[src/rtl/uart_pkg.sv]
// uart_pkg -- shared types for the UART receive controller.
//   rx_state_t : receiver FSM states
//   rx_entry_t : one received frame as stored in the RX queue
//   data_bits(): decode of the 2-bit data_bit_num setting into a bit count
package uart_pkg;

    typedef enum logic [2:0] {
        IDLE,
        START,
        DATA,
        PARITY,
        STOP
    } rx_state_t;

    typedef struct packed {
        logic [7:0] data;
        logic       perr;
        logic       ferr;
    } rx_entry_t;

    // 00/01/10/11 -> 5/6/7/8 data bits
    function automatic logic [3:0] data_bits(input logic [1:0] sel);
        return 4'd5 + {2'b00, sel};
    endfunction

endpackage

[src/rtl/uart_rx_ctrl_if.sv]
// uart_rx_ctrl_if -- read-side bundle of the UART receive controller.
//   master : receiver side (drives data/status, takes rd_en)
//   slave  : consumer side (drives rd_en, takes data/status)
// Signals: rd_en, rx_valid, rx_data[7:0], parity_error, frame_error,
//          overrun, break_det, cts_n, fifo_level[$clog2(DEPTH):0]
interface uart_rx_ctrl_if #(
    parameter int DEPTH = 8
);
    localparam int LW = $clog2(DEPTH) + 1;

    logic          rd_en;
    logic          rx_valid;
    logic [7:0]    rx_data;
    logic          parity_error;
    logic          frame_error;
    logic          overrun;
    logic          break_det;
    logic          cts_n;
    logic [LW-1:0] fifo_level;

    modport master (
        input  rd_en,
        output rx_valid, rx_data, parity_error, frame_error,
               overrun, break_det, cts_n, fifo_level
    );

    modport slave (
        output rd_en,
        input  rx_valid, rx_data, parity_error, frame_error,
               overrun, break_det, cts_n, fifo_level
    );
endinterface

[src/rtl/uart_rx_fifo.sv]
// uart_rx_fifo -- first-word-fall-through queue of received frames.
// Ports:
//   clk, rst_n        clock, async active-low reset
//   push, push_entry  write request and entry
//   pop               read request (ignored when empty)
//   head              entry at the head (valid while !empty)
//   full, empty       occupancy flags
//   level             entries held, 0..DEPTH
// A push while full is accepted only when a pop happens in the same cycle.
module uart_rx_fifo
    import uart_pkg::*;
#(
    parameter int DEPTH = 8
) (
    input  logic                   clk,
    input  logic                   rst_n,
    input  logic                   push,
    input  rx_entry_t              push_entry,
    input  logic                   pop,
    output rx_entry_t              head,
    output logic                   full,
    output logic                   empty,
    output logic [$clog2(DEPTH):0] level
);
    localparam int AW = $clog2(DEPTH);
    localparam int LW = AW + 1;

    rx_entry_t         mem [DEPTH];
    logic [AW-1:0]     wr_ptr;
    logic [AW-1:0]     rd_ptr;
    logic              push_ok;
    logic              pop_ok;

    assign full    = (level == LW'(DEPTH));
    assign empty   = (level == '0);
    assign pop_ok  = pop && !empty;
    assign push_ok = push && (!full || pop_ok);
    assign head    = mem[rd_ptr];

    // NOTE: storage carries no reset; entries are only observed once written,
    // and leaving them unreset lets the array map onto plain RAM/flops.
    always_ff @(posedge clk) begin
        if (push_ok) mem[wr_ptr] <= push_entry;
    end

    // NOTE: sequential state uses non-blocking assignments so every register
    // samples its inputs from before the edge, independent of statement order.
    always_ff @(posedge clk or negedge rst_n) begin
        if (!rst_n) begin
            wr_ptr <= '0;
            rd_ptr <= '0;
            level  <= '0;
        end else begin
            if (push_ok) wr_ptr <= wr_ptr + 1'b1;   // power-of-2 depth: natural wrap
            if (pop_ok)  rd_ptr <= rd_ptr + 1'b1;
            level <= level + LW'(push_ok) - LW'(pop_ok);
        end
    end

endmodule

[src/rtl/uart_rx_ctrl.sv]
// uart_rx_ctrl -- oversampling UART receiver with receive queue and CTS.
// Ports:
//   clk, rst_n             clock, async active-low reset
//   tick                   oversample enable, OSR ticks per bit
//   rx                     asynchronous serial line, idle high
//   data_bit_num           00/01/10/11 = 5/6/7/8 data bits
//   stop_bit_num           0 = one stop bit, 1 = two
//   parity_en, parity_type parity enable; 0 = even, 1 = odd
//   bus (master)           rd_en in; rx_valid, rx_data, parity_error,
//                          frame_error, overrun, break_det, cts_n, fifo_level out
// Build option UART_RX_FIFO_EN: defined -> DEPTH-entry FIFO (uart_rx_fifo);
// undefined -> single holding register with a CTS threshold of one entry.
module uart_rx_ctrl
    import uart_pkg::*;
#(
    parameter int OSR        = 16,
    parameter int DEPTH      = 8,
    parameter int CTS_THRESH = DEPTH - 2
) (
    input  logic           clk,
    input  logic           rst_n,
    input  logic           tick,
    input  logic           rx,
    input  logic [1:0]     data_bit_num,
    input  logic           stop_bit_num,
    input  logic           parity_en,
    input  logic           parity_type,
    uart_rx_ctrl_if.master bus
);
    localparam int LW = $clog2(DEPTH) + 1;
    localparam int CW = $clog2(OSR);
    localparam logic [CW-1:0] MID_A = CW'(OSR/2 - 1);
    localparam logic [CW-1:0] MID_B = CW'(OSR/2);
    localparam logic [CW-1:0] MID_C = CW'(OSR/2 + 1);
    localparam logic [CW-1:0] LAST  = CW'(OSR - 1);

    // ---------------- synchroniser and edge detect ----------------
    logic [1:0] sync;
    logic       rx_s;
    logic       rx_d;

    assign rx_s = sync[1];

    // ---------------- receiver FSM state ----------------
    rx_state_t     state;
    logic [CW-1:0] cnt;
    logic [2:0]    bit_idx;
    logic [3:0]    nbits;
    logic          stop2;
    logic          par_en;
    logic          par_odd;
    logic [7:0]    data_q;
    logic [1:0]    samp;
    logic          any_one;
    logic          perr_q;
    logic          ferr_q;
    logic          stop_idx;
    logic          break_q;

    logic          mid_a, mid_b, mid_c, bit_end;
    logic          maj;
    logic          last_stop;
    logic          push;
    logic          brk;
    rx_entry_t     push_entry;

    assign mid_a   = tick && (cnt == MID_A);
    assign mid_b   = tick && (cnt == MID_B);
    assign mid_c   = tick && (cnt == MID_C);
    assign bit_end = tick && (cnt == LAST);

    // NOTE: every always_comb output gets a default first, so no path through
    // the block can leave a value held and infer a latch.
    always_comb begin
        maj        = (samp[0] & samp[1]) | (samp[0] & rx_s) | (samp[1] & rx_s);
        last_stop  = (state == STOP) && mid_c && (stop_idx == stop2);
        // A frame whose every sampled bit is zero is a break, not data.
        push       = last_stop && (any_one | maj);
        brk        = last_stop && !(any_one | maj);
        push_entry = '{data: data_q, perr: perr_q, ferr: ferr_q | ~maj};
    end

    always_ff @(posedge clk or negedge rst_n) begin
        if (!rst_n) begin
            sync     <= 2'b11;
            rx_d     <= 1'b1;
            state    <= IDLE;
            cnt      <= '0;
            bit_idx  <= '0;
            nbits    <= '0;
            stop2    <= 1'b0;
            par_en   <= 1'b0;
            par_odd  <= 1'b0;
            data_q   <= '0;
            samp     <= '0;
            any_one  <= 1'b0;
            perr_q   <= 1'b0;
            ferr_q   <= 1'b0;
            stop_idx <= 1'b0;
            break_q  <= 1'b0;
        end else begin
            sync    <= {sync[0], rx};
            rx_d    <= rx_s;
            break_q <= 1'b0;

            if (state != IDLE && tick)
                cnt <= (cnt == LAST) ? '0 : cnt + 1'b1;
            if (mid_a) samp[0] <= rx_s;
            if (mid_b) samp[1] <= rx_s;

            case (state)
                IDLE: begin
                    // A falling edge needs the line high first, so after a
                    // break the receiver naturally waits for rx to return high.
                    if (rx_d && !rx_s) begin
                        state    <= START;
                        cnt      <= '0;
                        nbits    <= data_bits(data_bit_num);
                        stop2    <= stop_bit_num;
                        par_en   <= parity_en;
                        par_odd  <= parity_type;
                        data_q   <= '0;
                        bit_idx  <= '0;
                        any_one  <= 1'b0;
                        perr_q   <= 1'b0;
                        ferr_q   <= 1'b0;
                        stop_idx <= 1'b0;
                    end
                end
                START: begin
                    if (mid_a && rx_s) begin
                        state <= IDLE;          // false start
                        cnt   <= '0;
                    end else if (bit_end) begin
                        state <= DATA;
                        cnt   <= '0;
                    end
                end
                DATA: begin
                    if (mid_c) begin
                        data_q[bit_idx] <= maj;
                        any_one         <= any_one | maj;
                    end
                    if (bit_end) begin
                        if ({1'b0, bit_idx} == nbits - 4'd1)
                            state <= par_en ? PARITY : STOP;
                        else
                            bit_idx <= bit_idx + 1'b1;
                    end
                end
                PARITY: begin
                    if (mid_c) begin
                        perr_q  <= (maj != ((^data_q) ^ par_odd));
                        any_one <= any_one | maj;
                    end
                    if (bit_end) state <= STOP;
                end
                STOP: begin
                    if (last_stop) begin
                        // Return at mid stop bit so a start edge in the
                        // remaining half bit is caught.
                        state   <= IDLE;
                        cnt     <= '0;
                        break_q <= brk;
                    end else begin
                        if (mid_c) begin
                            ferr_q  <= ferr_q | ~maj;
                            any_one <= any_one | maj;
                        end
                        if (bit_end) stop_idx <= 1'b1;
                    end
                end
                default: state <= IDLE;
            endcase
        end
    end

    // ---------------- receive queue ----------------
    rx_entry_t     head;
    logic          full;
    logic          empty;
    logic [LW-1:0] level;
    logic          pop_ok;
    logic          overrun_q;
    logic          cts_q;

    assign pop_ok = bus.rd_en && !empty;

`ifdef UART_RX_FIFO_EN
    localparam int THR = CTS_THRESH;

    uart_rx_fifo #(.DEPTH(DEPTH)) u_fifo (
        .clk        (clk),
        .rst_n      (rst_n),
        .push       (push),
        .push_entry (push_entry),
        .pop        (bus.rd_en),
        .head       (head),
        .full       (full),
        .empty      (empty),
        .level      (level)
    );
`else
    localparam int THR = 1;

    logic hold_valid;

    assign full  = hold_valid;
    assign empty = !hold_valid;
    assign level = LW'(hold_valid);

    always_ff @(posedge clk or negedge rst_n) begin
        if (!rst_n) begin
            head       <= '0;
            hold_valid <= 1'b0;
        end else begin
            if (pop_ok) hold_valid <= 1'b0;
            if (push && (!hold_valid || pop_ok)) begin
                head       <= push_entry;
                hold_valid <= 1'b1;
            end
        end
    end
`endif

    always_ff @(posedge clk or negedge rst_n) begin
        if (!rst_n) begin
            overrun_q <= 1'b0;
            cts_q     <= 1'b0;
        end else begin
            // Push and pop together on a full queue are both accepted.
            if (push && full && !pop_ok) overrun_q <= 1'b1;
            else if (pop_ok)             overrun_q <= 1'b0;
            cts_q <= (level >= LW'(THR));
        end
    end

    assign bus.rx_valid     = !empty;
    assign bus.rx_data      = empty ? 8'h00 : head.data;
    assign bus.parity_error = !empty && head.perr;
    assign bus.frame_error  = !empty && head.ferr;
    assign bus.overrun      = overrun_q;
    assign bus.break_det    = break_q;
    assign bus.cts_n        = cts_q;
    assign bus.fifo_level   = level;

endmodule

[src/flat_wrapper.sv]
// flat-port wrapper written by rule: the top's interface ports become plain ports
module uart_rx_ctrl_flat import uart_pkg::*;
#(
    parameter int OSR        = 16,
    parameter int DEPTH      = 8,
    parameter int CTS_THRESH = DEPTH - 2
)
  (clk, rst_n, tick, rx, data_bit_num, stop_bit_num, parity_en, parity_type, bus_rd_en, bus_rx_valid, bus_rx_data, bus_parity_error, bus_frame_error, bus_overrun, bus_break_det, bus_cts_n, bus_fifo_level);
  uart_rx_ctrl_if #(.DEPTH(DEPTH)) bus_i ();
  input  logic clk;
  input  logic rst_n;
  input  logic tick;
  input  logic rx;
  input  logic [1:0] data_bit_num;
  input  logic stop_bit_num;
  input  logic parity_en;
  input  logic parity_type;
  input wire logic [$bits(bus_i.rd_en)-1:0] bus_rd_en;
  output wire logic [$bits(bus_i.rx_valid)-1:0] bus_rx_valid;
  output wire logic [$bits(bus_i.rx_data)-1:0] bus_rx_data;
  output wire logic [$bits(bus_i.parity_error)-1:0] bus_parity_error;
  output wire logic [$bits(bus_i.frame_error)-1:0] bus_frame_error;
  output wire logic [$bits(bus_i.overrun)-1:0] bus_overrun;
  output wire logic [$bits(bus_i.break_det)-1:0] bus_break_det;
  output wire logic [$bits(bus_i.cts_n)-1:0] bus_cts_n;
  output wire logic [$bits(bus_i.fifo_level)-1:0] bus_fifo_level;
  assign bus_i.rd_en = bus_rd_en;
  assign bus_rx_valid = bus_i.rx_valid;
  assign bus_rx_data = bus_i.rx_data;
  assign bus_parity_error = bus_i.parity_error;
  assign bus_frame_error = bus_i.frame_error;
  assign bus_overrun = bus_i.overrun;
  assign bus_break_det = bus_i.break_det;
  assign bus_cts_n = bus_i.cts_n;
  assign bus_fifo_level = bus_i.fifo_level;
  uart_rx_ctrl #(.OSR(OSR), .DEPTH(DEPTH), .CTS_THRESH(CTS_THRESH)) u_core (.clk(clk), .rst_n(rst_n), .tick(tick), .rx(rx), .data_bit_num(data_bit_num), .stop_bit_num(stop_bit_num), .parity_en(parity_en), .parity_type(parity_type), .bus(bus_i));
endmodule
[config.mk]
export PLATFORM = sky130hd
export DESIGN_NAME = uart_rx_ctrl_flat
export DESIGN_NICKNAME = d
export VERILOG_FILES = /design/src/rtl/uart_pkg.sv /design/src/rtl/uart_rx_ctrl_if.sv /design/src/rtl/uart_rx_fifo.sv /design/src/rtl/uart_rx_ctrl.sv /design/src/flat_wrapper.sv
export SDC_FILE = /design/constraint.sdc
export NUM_CORES = 1
export LEC_CHECK = 0
export ABC_AREA = 0
export CAP_MARGIN = 10
export CORE_UTILIZATION = 25
export DETAILED_ROUTE_END_ITERATION = 6
export PLACE_DENSITY_LB_ADDON = 0.1
export SYNTH_ARGS = -nofsm -noshare
export SYNTH_HDL_FRONTEND = slang
export SYNTH_SLANG_ARGS = --single-unit
[constraint.sdc]
create_clock -name clk -period 2.1 [get_ports clk]
set_input_delay 0.42 -clock clk [delete_from_list [all_inputs] [get_ports clk]]
set_output_delay 0.42 -clock clk [all_outputs]
set_load 0.01 [all_outputs]
* Word level (Yosys, flattened, before mapping) *
Index checks and enable logic that the tools add are counted.

storage, ports and cells
  word-level logic and storage cells = 147
  output and inout port bits = 18
  flip-flop bits (word level) = 48
  bits of input ports = 10

operators by class
  $lt $le $gt $ge = 3
  reductions and logical operators = 41
  mux-type cells = 44
  bitwise logic cells = 9
  equality and inequality tests = 23
  $add $sub $neg = 4

operators by type and width
  kind                   number
  $mux W3                11
  $mux W4                6
  $mux W8                3
  $logic_and A1 B1 Y1    18
  $ne A2 B1 Y1 const B   9
  $pmux W8 S2            1
  $pmux W3 S5            1
  $mux W1                14
  $eq A4 B4 Y1 const B   3
  $pmux W4 S3            1
  $reduce_and A4 Y1      3
  $reduce_bool A2 Y1     5
  $reduce_and A3 Y1      3
  $bwmux W8              1
  $reduce_xor A8 Y1      1
  $eq A3 B2 Y1 const B   2
  $pmux W1 S2            3
  $pmux W3 S2            1
  $reduce_and A6 Y1      1
  $reduce_bool A3 Y1     2
  $add A3 B2 Y4 const A  1
  $add A4 B1 Y4 const B  1
  $eq A3 B4 Y1           1
  $eq A4 B3 Y1 const B   1
  other kinds (22)       31

* Longest topological paths before layout *
Gate-level depths: netlist (run 1).

  depth in word-level cells = 8
  gate-level depth with buffers = 9
  mapped depth without buffers = 7

* Worst setup path after synthesis (run 1) *
Ideal clock, no wire load.

  path type = flip-flop to flip-flop
  from = register u_core.cnt[0]
  to = register u_core.state[0]
  setup time = 64 ps
  required time = 2036 ps
  cell stages (with the launch flop) = 7
  buffers on the path = 0
  data arrival time = 1835 ps
  clock period less this slack = 1899 ps
  slack = 201 ps
  path through = dfrtp_1 ha_1 and4_4 nor3b_1 a221o_1 a2111oi_4 a21o_1

on the way
  word-level cells in the longest chain between the ends = 6
  elaborated cells on any way between the ends = 16
  those cells by class = 7 x eq/ne; 2 x mux; 7 x reduce/logical

RTL lines
  what                                RTL line             RTL
  start: declaration                  uart_rx_ctrl.sv:46   logic [CW-1:0] cnt;
  start signal: assignment            uart_rx_ctrl.sv:107  cnt <= (cnt == LAST) ? '0 : cnt + 1'b1;
  $eq A4 B4 Y1                        uart_rx_ctrl.sv:69   assign mid_c = tick && (cnt == MID_C);
  $logic_and A1 B1 Y1                 uart_rx_ctrl.sv:69
  $logic_and A1 B1 Y1 (2 in series)   uart_rx_ctrl.sv:76   last_stop = (state == STOP) && mid_c && (stop_idx == stop2);
  $ne A2 B1 Y1 (no source line)       -
  $reduce_and A6 Y1 (no source line)  -
  end signal: assignment              uart_rx_ctrl.sv:146  state <= par_en ? PARITY : STOP;
  end: declaration                    uart_rx_ctrl.sv:45   rx_state_t state;

Several ways; a longest one is shown, not always the timed one.
A chain may end at the register's enable or synchronous reset.

* Final worst setup path (run 1) *
Same ends and word-level chain as after synthesis.

==> impl_results.md, run 1 <==
- Met1 Use GR: 15.7%
- Die area: 10700 um2
- Largest net degree at the start of global routing: 29
- Worst r2r src: u_core.cnt[0]$_DFF_PN0_
- Pwr Total: 3100 uW
- Number of setup violations in the final report: 0
- R2R Setup Slk: 0.10 ns
- H-tree depth: 2
- Die span in x: 103 um
- Iter 0 DRT Violations: 36
- Area growth syn-to-layout: 24.4%
- Post-CTS Resized: 0
- CTS root buf: clkbuf_8
- Final hold violations: 0
- Initial cell density of the core: 26.0%
- Logic pwr share: 39.0%
- Crit path DAT: 2.24 ns
- Area of the multi-input gates: 1260 um2
- Area leader, netlist: dfrtp_1
- Final period util: 95.2%
- Register area: 1210 um2
- Antenna Violating Nets Remaining: 0
- Top post-synthesis cells by area: dfrtp_1 (44%), nand2_1 (5.7%), mux2i_1 (3.5%), mux2_1 (3.5%), xnor2_1 (3.4%)
- Ant diodes: 0
- WL/cell: 12.8 um
- Worst VDD drop: 0.000436 V
- Layout cells sized above 1: 18.2%
- Gr busiest metal: met2
- Worst slew margin: 64.0%
- Post-Syn Area per Cell: 10.2 um2
- Final slew viol count: 0
- Total grt overflow: 0
- Core Rows: 36
- Port bufs: 24
- Post-synth top flop: dfrtp_1
- PwrDens: 972 nW/um2
- Detailed Route WL: 5500 um
- Ys async rst share: 100%
- Synth unique cells: 54
- Max_cap viols: 0
- Placed cell count: 422
- Maximum buffer depth of the clock tree: 2
- Clock Skew: 0.00761 ns
- Yosys reg bits: 48
- Final min period: 2.00 ns
- Area of the core: 9860 um2
- Iteration count of the initial detailed-routing pass: 4
- Cts hold-fix bufs: 0
- Detailed Place HPWL: 4060 um
- Net Sw Power: 1160 uW
- Layout Nets: 312
- Pre-CTS setup slack: -0.210 ns
- Status: complete, no violations
- Vias per cell: 4.28
- CTS tree: done
- Die height: 103 um
- LEAKAGE: 0.00145 uW
- Internal power: 1950 uW
- Clk_lat worst skew: 0.30 ns
- Crit end category: flip-flop
- Clock power frac: 19.3%
- Sw frac: 37.3%
- Met3 usage: 2.22%
- Seq/Total Area, Yosys: 47.0%
- Final instance area: 3190 um2
- First-pass GRT wire length: 9280 um
- Setup Buffers After CTS: 0
- Area share of the largest cell type after synthesis: 43.9%
- Vias in the first global route: 1848
- Syn Inst Count: 251
- Clk slew on worst S/H paths: 0.10 ns
- Synth warn: 0
- Hold WC Path Type: in2async
- CTS buffer count: 5
- Crit Reg-Reg Endpoint: u_core.state[0]$_DFFE_PN0P_
- Vias: 1840
- Synthesized cell area: 2570 um2
- Post-synth EDFFs: 0
- GR Util met2: 18.4%
- CP max FO: 7
- CP Capture Point: u_core.state[0]$_DFFE_PN0P_
- Worst setup SP type: flip-flop
- Initial antenna violation count: 0
- Top Ports: 28
- PnR worst setup slack: 0.100 ns
- Setup Crit Path Kind: reg2reg
- Critical Path Start: u_core.cnt[0]$_DFF_PN0_
- TritonCTS Sinks: 48
- Peak Freq: 500 MHz
- # fillers: 1048
- Worst Reg-to-Reg Cells: 6
- Post-route insts no fill: 430
- TNS Setup: 0 ns
- Worst-margin pin slew: 0.536 ns
- Placed Area: 3080 um2
- Drt drc: 0
- Total GRT Usage: 11.4%
- Worst Path Required: 2.34 ns
- GP Congestion: 0.751
- Sequential share of power: 41.7%
==> Yosys cell counts (all sizes together), types with 3 or more instances <==
cell     n
dfrtp   45
nand2   39
nor2    14
a21oi   13
mux2    11
and2    10
xnor2   10
buf      9
mux2i    9
o21ai    9
ha       6
nor2b    6
nor3     6
clkbuf   5
inv      5
nand3    5
xor2     5
nor3b    4
a21o     3
dfstp    3
nand2b   3
o21a     3
==> flip-flops by register name, indices dropped and copies added, names as in the netlist <==
signal,cells
u_core.par_odd,1
u_core.sync,2
u_core.stop_idx,1
u_core.bus.rx_valid,1
u_core.ferr_q,1
u_core.state,3
u_core.par_en,1
u_core.bit_idx,3
u_core.perr_q,1
u_core.bus.break_det,1
u_core.any_one,1
u_core.cnt,4
u_core.rx_d,1
u_core.bus.cts_n,1
u_core.nbits,4
u_core.stop2,1
u_core.bus.overrun,1
u_core.samp,2
u_core.data_q,8
u_core.head,10
==> placed cells by master, fill, tap and decap left out, drive strengths merged, types with 4 or more instances in the layout <==
cell	netlist	routed
nand3	5	5
clkbuf	5	6
mux2i	9	9
buf	9	27
xor2	5	5
clkdlybuf4s50	0	23
nor3	6	6
ha	6	6
nor3b	4	4
inv	5	5
xnor2	10	10
nand2	39	39
o21ai	9	9
nor2b	6	6
nor2	14	14
and2	10	10
mux2	11	11
a21oi	13	13
dfrtp	45	45
==> logic make-up (layout without fill, tap and decap cells) <==
| family | after synthesis | after routing | share of synthesized area, % |
|---|---|---|---|
| flops | 48 | 48 | 47.0 |
| compound gates | 41 | 41 | 11.7 |
| fa+ha+maj | 7 | 7 | 3.32 |
| buf+inv | 19 | 63 | 4.83 |
| simple gates | 100 | 100 | 19.6 |
| xor+xnor | 15 | 15 | 5.12 |
| other cells | 1 | 3 | 0.146 |
| mux | 20 | 20 | 8.34 |
==> metal layers <==
layer | routed length (um) | vias up
li1 | - | 939
met1 | 2870 | 877
met2 | 2480 | 22
met3 | 115 | 2
met4 | 31 | 0
met5 | 0 | -
==> layout make-up <==
cell class | instances | share of cell area (%)
multi-input cells | 186 | 39.5
flip-flops and latches | 48 | 37.8
repair buffers | 50 | 13.9
well taps | 133 | 5.21
clock buffers | 6 | 2.59
inverters | 5 | 0.588
clock inverters | 2 | 0.470
==> power groups by stage <==
stage / Clock [uW] / Sequential, uW / Combinational, uW
after floorplan: 0 / 1250 / 914
after global placement: 0 / 1310 / 1190
after detailed placement: 0 / 1320 / 1200
after CTS: 636 / 1300 / 1210
after global routing: 669 / 1330 / 1360
final: 599 / 1300 / 1210
==> critical path: stages, from the launching register on <==
cell and delay, ns:
dfrtp_2 0.44, ha_1 0.23, and4_4 0.25, nor3b_1 0.05, a221o_1 0.45, a2111oi_4 0.35
a21o_1 0.17
==> how the worst min path moves through the flow <==
stage	endpoint	slack, ns	cells after the start	startpoint
after global routing	u_core.head[8]$_DFFE_PN0P_	0.12	1	rst_n
after global placement	u_core.sync[1]$_DFF_PN1_	0.35	0	u_core.sync[0]$_DFF_PN1_
after floorplan	u_core.any_one$_DFFE_PN0P_	0.12	0	rst_n
after detailed placement	u_core.sync[1]$_DFF_PN1_	0.35	0	u_core.sync[0]$_DFF_PN1_
final	u_core.head[8]$_DFFE_PN0P_	0.09	1	rst_n
after CTS	u_core.head[8]$_DFFE_PN0P_	0.10	1	rst_n
==> per-stage QoR <==
step / hold WS (ns) / utilization (%)
after detailed placement: 0.347 / 31.3
after global placement: 0.346 / 31.3
after global routing: 0.117 / 32.4
final: 0.0852 / 32.4
after floorplan: 0.124 / -
after CTS: 0.102 / 32.3
Power figures use the tool's default switching activity.
==> run 2, diff against run 1 <==
--- a/config.mk
+++ b/config.mk
@@ -6,7 +6,7 @@
 export NUM_CORES = 1
 export LEC_CHECK = 0
 export ABC_AREA = 0
-export CAP_MARGIN = 10
+export CAP_MARGIN = 20
 export CORE_UTILIZATION = 25
 export DETAILED_ROUTE_END_ITERATION = 6
 export PLACE_DENSITY_LB_ADDON = 0.1
==> results of run 2 <==
The final DEF is identical to that of run 1; final timing and power are the same.
